$ cat src/rtl/led_share_sched.sv
// Round-robin LED scheduler: grants one of four pattern sources for a dwell period
// and mirrors its pattern onto the LEDs; a debounced push-button freezes rotation.
module led_share_sched #(
  parameter int unsigned DWELL_CYCLES    = 12000000,
  parameter int unsigned DEBOUNCE_CYCLES = 120000
) (
  input  logic        in_clock,
  input  logic        in_reset_n,
  input  logic [3:0]  in_req,
  input  logic [19:0] in_pattern,
  input  logic        in_hold,
  output logic [4:0]  out_led,
  output logic [3:0]  out_grant,
  output logic        out_held
);

  typedef enum logic [1:0] {IDLE, SHOW, HOLD} state_t;

  state_t      r_state;
  logic [3:0]  r_grant;
  logic [1:0]  r_gidx;
  logic [1:0]  r_ptr;
  logic [31:0] r_cnt;
  logic [4:0]  r_led;
  logic        r_held;
  logic        r_sync1;
  logic        r_sync2;
  logic        r_db_lvl;
  logic        r_db_lvl_d;
  logic [31:0] r_db_cnt;

  logic [3:0]  w_mask;
  logic        w_any;
  logic [1:0]  w_pick;
  logic [1:0]  w_cand;
  logic [4:0]  w_pick_pat;
  logic [4:0]  w_cur_pat;
  logic        w_cur_req;
  logic        w_press;
  logic        w_expire;

  // Excluding the current grant serves both the dwell switch and the request-drop re-pick.
  assign w_mask    = in_req & ~r_grant;
  assign w_any     = |w_mask;
  assign w_cur_req = |(in_req & r_grant);
  assign w_expire  = (r_cnt == DWELL_CYCLES - 1);
  assign w_press   = r_db_lvl & ~r_db_lvl_d;

  always_comb begin
    w_pick = r_ptr;
    w_cand = r_ptr;
    for (int k = 3; k >= 0; k--) begin
      w_cand = r_ptr + 2'(k);
      if (w_mask[w_cand]) w_pick = w_cand;
    end
  end

  assign w_pick_pat = in_pattern[w_pick * 5 +: 5];
  assign w_cur_pat  = in_pattern[r_gidx * 5 +: 5];

  always_ff @(posedge in_clock or negedge in_reset_n) begin
    if (!in_reset_n) begin
      r_sync1    <= 1'b0;
      r_sync2    <= 1'b0;
      r_db_lvl   <= 1'b0;
      r_db_lvl_d <= 1'b0;
      r_db_cnt   <= '0;
    end else begin
      r_sync1    <= in_hold;
      r_sync2    <= r_sync1;
      r_db_lvl_d <= r_db_lvl;
      if (r_sync2 == r_db_lvl) begin
        r_db_cnt <= '0;
      end else if (r_db_cnt == DEBOUNCE_CYCLES - 1) begin
        r_db_cnt <= '0;
        r_db_lvl <= r_sync2;
      end else begin
        r_db_cnt <= r_db_cnt + 32'd1;
      end
    end
  end

  always_ff @(posedge in_clock or negedge in_reset_n) begin
    if (!in_reset_n) begin
      r_state <= IDLE;
      r_grant <= '0;
      r_gidx  <= '0;
      r_ptr   <= '0;
      r_cnt   <= '0;
      r_led   <= '0;
      r_held  <= 1'b0;
    end else begin
      case (r_state)
        IDLE: begin
          r_led <= '0;
          if (w_any) begin
            r_state <= SHOW;
            r_grant <= 4'b0001 << w_pick;
            r_gidx  <= w_pick;
            r_ptr   <= w_pick + 2'd1;
            r_cnt   <= '0;
            r_led   <= w_pick_pat;
          end
        end
        SHOW, HOLD: begin
          if (!w_cur_req) begin
            r_held <= 1'b0;
            r_cnt  <= '0;
            if (w_any) begin
              r_state <= SHOW;
              r_grant <= 4'b0001 << w_pick;
              r_gidx  <= w_pick;
              r_ptr   <= w_pick + 2'd1;
              r_led   <= w_pick_pat;
            end else begin
              r_state <= IDLE;
              r_grant <= '0;
              r_led   <= '0;
            end
          end else if (w_press) begin
            r_led <= w_cur_pat;
            if (r_state == SHOW) begin
              r_state <= HOLD;
              r_held  <= 1'b1;
            end else begin
              r_state <= SHOW;
              r_held  <= 1'b0;
              r_cnt   <= '0;
            end
          end else if (r_state == HOLD) begin
            r_led <= w_cur_pat;
          end else if (w_expire) begin
            r_cnt <= '0;
            if (w_any) begin
              r_grant <= 4'b0001 << w_pick;
              r_gidx  <= w_pick;
              r_ptr   <= w_pick + 2'd1;
              r_led   <= w_pick_pat;
            end else begin
              r_led <= w_cur_pat;
            end
          end else begin
            r_cnt <= r_cnt + 32'd1;
            r_led <= w_cur_pat;
          end
        end
        default: r_state <= IDLE;
      endcase
    end
  end

  assign out_led   = r_led;
  assign out_grant = r_grant;
  assign out_held  = r_held;

endmodule

$ cat config.mk
export PLATFORM = sky130hd
export DESIGN_NAME = led_share_sched
export DESIGN_NICKNAME = d
export VERILOG_FILES = /design/src/rtl/led_share_sched.sv
export SDC_FILE = /design/constraint.sdc
export NUM_CORES = 1
export LEC_CHECK = 0
export CAP_MARGIN = 20
export CORE_MARGIN = 3
export CORE_UTILIZATION = 59
export CTS_BUF_LIST = sky130_fd_sc_hd__clkbuf_16
export CTS_CLUSTER_DIAMETER = 60
export DETAILED_ROUTE_END_ITERATION = 10
export PLACE_DENSITY = 0.8
export SYNTH_ARGS = -nofsm -noshare
export SYNTH_HDL_FRONTEND = slang
export SYNTH_SLANG_ARGS = --single-unit
$ cat constraint.sdc
create_clock -name in_clock -period 3 [get_ports in_clock]
set_input_delay 0.6 -clock in_clock [delete_from_list [all_inputs] [get_ports in_clock]]
set_output_delay 0.6 -clock in_clock [all_outputs]
set_load 0.01 [all_outputs]
# ---- Word-level counts from Yosys, hierarchy flattened
# Cells that the tools add are included.
dict set report classes {
  n_addsub 6
  n_mul 2
  order_cmp 4
  eq_ne 13
  n_shift 3
  n_mux 56
  n_bitwise 6
  n_reduce_logical 10
}
# operator n
set op_table {}
lappend op_table {{32-bit two-way mux} 8}
lappend op_table {{32-bit by 1-bit adder with 32-bit output, second input constant} 2}
lappend op_table {{32-bit one-hot mux with 2 select lines} 1}
lappend op_table {{20-bit by 6-bit variable part select with 5-bit output} 2}
lappend op_table {{2-bit two-way mux} 18}
lappend op_table {{32-bit by 17-bit == test with 1-bit output, second input constant} 1}
lappend op_table {{32-bit by 24-bit == test with 1-bit output, second input constant} 1}
lappend op_table {{5-bit two-way mux} 6}
lappend op_table {{4-bit two-way mux} 6}
lappend op_table {{2-bit by 3-bit < comparator with 1-bit output, second input constant} 4}
lappend op_table {{3-bit inequality test, second input constant} 4}
lappend op_table {{2-bit one-hot mux with 2 select lines} 3}
lappend op_table {{2-bit by 3-bit multiplier with 5-bit output, second input constant} 2}
lappend op_table {{5-bit one-hot mux with 2 select lines} 1}
lappend op_table {{4-bit bitwise AND} 2}
lappend op_table {{1-bit binary-select mux with 2-bit select} 4}
lappend op_table {{1-bit two-way mux} 8}
lappend op_table {{4-bit inequality test, second input constant} 2}
lappend op_table {{4-bit one-hot mux with 2 select lines} 1}
lappend op_table {{4-bit AND reduction} 2}
lappend op_table {{4-bit OR reduction} 2}
lappend op_table {{2-bit AND reduction} 3}
lappend op_table {{2-bit by 1-bit adder with 2-bit output, second input constant} 2}
lappend op_table {{2-bit adder, second input constant} 2}
lappend op_table {{other kinds (12)} 13}
dict set report totals {
  reg_bits 84
  input_bits 27
  elab_cells 112
}

# ---- Longest topological paths before layout
dict set report logic_depth {
  word_depth 16
  depth_mapped 9
  ltp_nobuf 8
}

# ---- Least setup slack after synthesis
# OpenSTA, ideal clock, no wires.
dict set report synth_timing {
  path_type {in2reg}
  startpoint {input in_req[0]}
  endpoint {register r_cnt[15]}
  setup_ns 0.074
  arrival_time_ns 2.449
  required_time_ns 2.926
  path_slack_ns 0.477
  path_stages 8
  path_cell_list {or2b_4 > and4_4 > a221o_1 > buf_6 > or3_1 > buf_6 > or3_1 > o21ai_2}
}
dict set report synth_via {
  elab_chain_cells 4
}
# element line_no
set synth_lines {}
lappend synth_lines {{start, declared} 9} ;# input logic [3:0] in_req,
lappend synth_lines {{4-bit bitwise AND, on equally long branches} {45, 43}}
lappend synth_lines {{4-bit OR reduction, on equally long branches} {45, 44}}
lappend synth_lines {{4-bit inequality test (no source line) (tied with other cells)} -}
lappend synth_lines {{4-bit AND reduction (no source line) / 32-bit one-hot mux with 2 select lines (equally long branches)} -}
lappend synth_lines {{end signal, assigned} 143} ;# r_cnt <= r_cnt + 32'd1;
lappend synth_lines {{end, declared} 23} ;# logic [31:0] r_cnt;
# Several ways; a longest one is shown, not always the timed one.
# A chain may end at the register's enable or synchronous reset.

# ---- Worst setup path after layout
dict set report layout_timing {
  startpoint {input in_req[0]}
  endpoint {register r_cnt[19]}
}
# Same word-level chain as after synthesis.

==> reports/results.ini <==
[placement]
dp_hpwl_um = 7760
place_congestion = 0.870
dp.cells = 657
portBuffers = 36
dp_slack_ns = -0.00261

[grt]
first_global_vias = 4067
track_usage_pct = 25.7
grt_max_degree = 46
grt_pass1_wl_um = 19000
grt_overflow = 0
grt_antenna_before_repair = 0

[die]
die-height_um = 96.5
die_x_um = 96.5
row_count = 32
coreArea_sq_um = 7850
start_util_pct = 61.6
io_pins = 37
dieArea_sq_um = 9310

[route]
wl_per_cell_um = 16.7
dr.pass1.iters = 5
drt-initial-drc-count = 291
vias_per_cell = 6.21
vias = 4173
drc_errors = 0
wl_um = 11200
antenna_left = 0

[sta]
fin_ws_ns = 0.313
worstMarginPinSlew_ns = 0.589
skew_ns = 0.00560
drv_slew = 0
finalSetupViolations = 0
period_share_pct = 89.6
hold_viol = 0
slew_headroom_pct = 60.7
rsz0062_at_grt = false
fmax_ghz = 0.372
period_needed_ns = 2.69

[finish]
area_delta_synth_final_pct = 17.7
diodes = 0
nets = 605
fin_util_pct = 72.4
finalNonFillerCells = 672
fillers = 610
drive_gt1_share_pct = 11.9

[critical_path]
critPathMaxFanout = 35
start_kind = input port
reg2reg_from = r_db_lvl
worstSetupPathType = input port to register
crit_start = in_req[0]
r2r_end = r_cnt[19]
crit_end = r_cnt[19]
r2r_slack_ns = 0.51
rr_worst_depth = 8
critPathArrivalTime_ns = 2.93
worstPathRequired_ns = 3.25
cp-end-kind = register

[clock_network]
clk_pin_slew_worst_paths_ns = 0.06
numCtsBuffers = 9
cts_buffer_depth = 2
root_buffer = clkbuf_16
ctsHoldBuffers = 0
cts_setup_buffers = 0
clk_latency_ns = 0.33
htree_levels = 3
ctsResizeCount = 0
tritoncts = done
clock_sinks = 84

[logic_synthesis]
ys_seq_elements = 84
netlist_area_sq_um = 4830
synthArstFlopShare_pct = 100
yosysSeqAreaShare_pct = 43.5
synth_fp_nets = 558
syn_inst = 519
synth-edff-count = 0
syn_avg_cell_area_sq_um = 9.31
ys_types = 56
ys_warn_count = 0
ys.flop_type = dfrtp_1

[power]
power_density_nw_per_um2 = 717
finalPower_mw = 4.08
vdd_drop_max_uv = 500
p_leak_nw = 2.31

[worst_hold_path]
hp-class = input port to async pin

[status]
outcome = finished, final reports clean

[run]
maxCapViolations = 0

through the flow:
step	TNS (ns)	hold WS, ns	cell area (sq um)
5_1_grt	0	0.312	5690
6_report	0	0.260	5690
3_3_place_gp	0	0.335	5380
2_1_floorplan	0	0.304	4830
3_5_place_dp	-0.00261	0.336	5380
4_1_cts	0	0.291	5690
critical path: stages:
cell             delay [ns]
clkdlybuf4s50_1        0.51
or2b_4                 0.30
and4_4                 0.21
a221o_1                0.36
buf_4                  0.25
nor3_2                 0.27
buf_4                  0.18
nand3_1                0.08
o21ai_0                0.18
layout by cell type (no fill, tap or decap), types with 6 or more instances in the layout:
master,netlist,layout
o21ai_0,30,30
ha_1,12,12
a21oi_1,17,17
nor4_1,16,16
inv_1,13,14
nand2_1,30,30
nor3_1,20,20
nor2_1,70,70
a31o_2,9,9
clkdlybuf4s50_1,0,35
nand3_1,29,29
buf_4,0,22
and3_1,7,7
or2_2,6,6
clkbuf_16,0,9
dfrtp_1,84,84
o31ai_1,9,9
or3_1,6,6
xor2_1,20,20
nand4_1,20,20
xnor2_1,23,23
cell usage after synthesis (2+ instances only):
| cell | number | area (sq um) |
|---|---|---|
| nand2_1 | 30 | 113 |
| a31o_2 | 9 | 78.8 |
| o31ai_1 | 9 | 67.6 |
| xnor2_1 | 23 | 201 |
| a32oi_1 | 5 | 43.8 |
| and4_1 | 4 | 35.0 |
| xor2_1 | 20 | 175 |
| ha_1 | 12 | 150 |
| a21oi_1 | 17 | 85.1 |
| nand4_1 | 20 | 125 |
| dfrtp_1 | 84 | 2100 |
| and2_1 | 4 | 25.0 |
| a311o_1 | 2 | 20.0 |
| nor2b_1 | 5 | 31.3 |
| buf_2 | 2 | 10.0 |
| or3_1 | 6 | 37.5 |
| or2_2 | 6 | 37.5 |
| nor3_1 | 20 | 100 |
| inv_1 | 13 | 48.8 |
| mux2i_1 | 4 | 40.0 |
| o21ai_0 | 30 | 150 |
| or4_1 | 4 | 30.0 |
| clkbuf_1 | 16 | 60.1 |
| and3_1 | 7 | 43.8 |
| nor2_1 | 70 | 263 |
| a22o_1 | 3 | 26.3 |
| nand3_1 | 29 | 145 |
| mux4_2 | 5 | 113 |
| a211oi_1 | 5 | 37.5 |
| nand2b_1 | 4 | 25.0 |
| nor4b_1 | 4 | 35.0 |
| mux2_2 | 4 | 45.0 |
| nor4_1 | 16 | 100 |
| o21ai_2 | 3 | 26.3 |
| nor3b_1 | 2 | 15.0 |
| buf_6 | 2 | 22.5 |
where the power goes:
| group | total [mW] | leakage, nW | internal [mW] | switching [mW] |
|---|---|---|---|---|
| clock | 1.15 | 0.154 | 0.718 | 0.432 |
| sequential | 1.37 | 1.14 | 1.24 | 0.129 |
| combinational | 1.55 | 1.02 | 0.717 | 0.834 |
metal layers:
layer / global-route usage (%) / share of wire [%] / wire length, um
met4: 7.48 / 1.3 / 150
met5: 0 / 0 / 0
met1: 34.6 / 45 / 5050
met3: 5.58 / 5.1 / 570
met2: 41.8 / 49 / 5460
state kept, by name (all words and copies together) (netlist names):
signal	flops
out_grant	4
out_held	1
r_ptr	2
out_led	5
r_gidx	2
r_state	2
r_db_lvl_d	1
r_cnt	32
r_db_cnt	32
r_db_lvl	1
r_sync1	1
r_sync2	1
final cells by class:
type | instances | area [sq um] | share of cell area (%)
flip-flops and latches | 84 | 2100 | 37.0
inverters | 14 | 52.6 | 0.924
clock inverters | 6 | 81.3 | 1.43
multi-input cells | 400 | 2580 | 45.4
well taps | 102 | 128 | 2.24
clock buffers | 9 | 225 | 3.96
repair buffers | 57 | 515 | 9.07
cell families after synthesis:
kind of cell / Yosys count / share of synthesized area [%]
compound gates: 94 / 12.9
xor+xnor: 43 / 7.79
fa+ha+maj: 12 / 3.11
buf+inv: 35 / 3.08
flops: 84 / 43.5
mux: 14 / 4.32
simple gates: 237 / 25.3
how the worst min path moves through the flow:
stage	end	slack, ns	cells after the start
after CTS	r_db_cnt[23]	0.29	1
after floorplan	out_grant[0]	0.30	0
after global routing	r_db_cnt[23]	0.31	1
final	r_db_cnt[23]	0.26	1
after detailed placement	r_sync2	0.34	0
after global placement	r_sync2	0.34	0
Power figures use the tool's default switching activity.
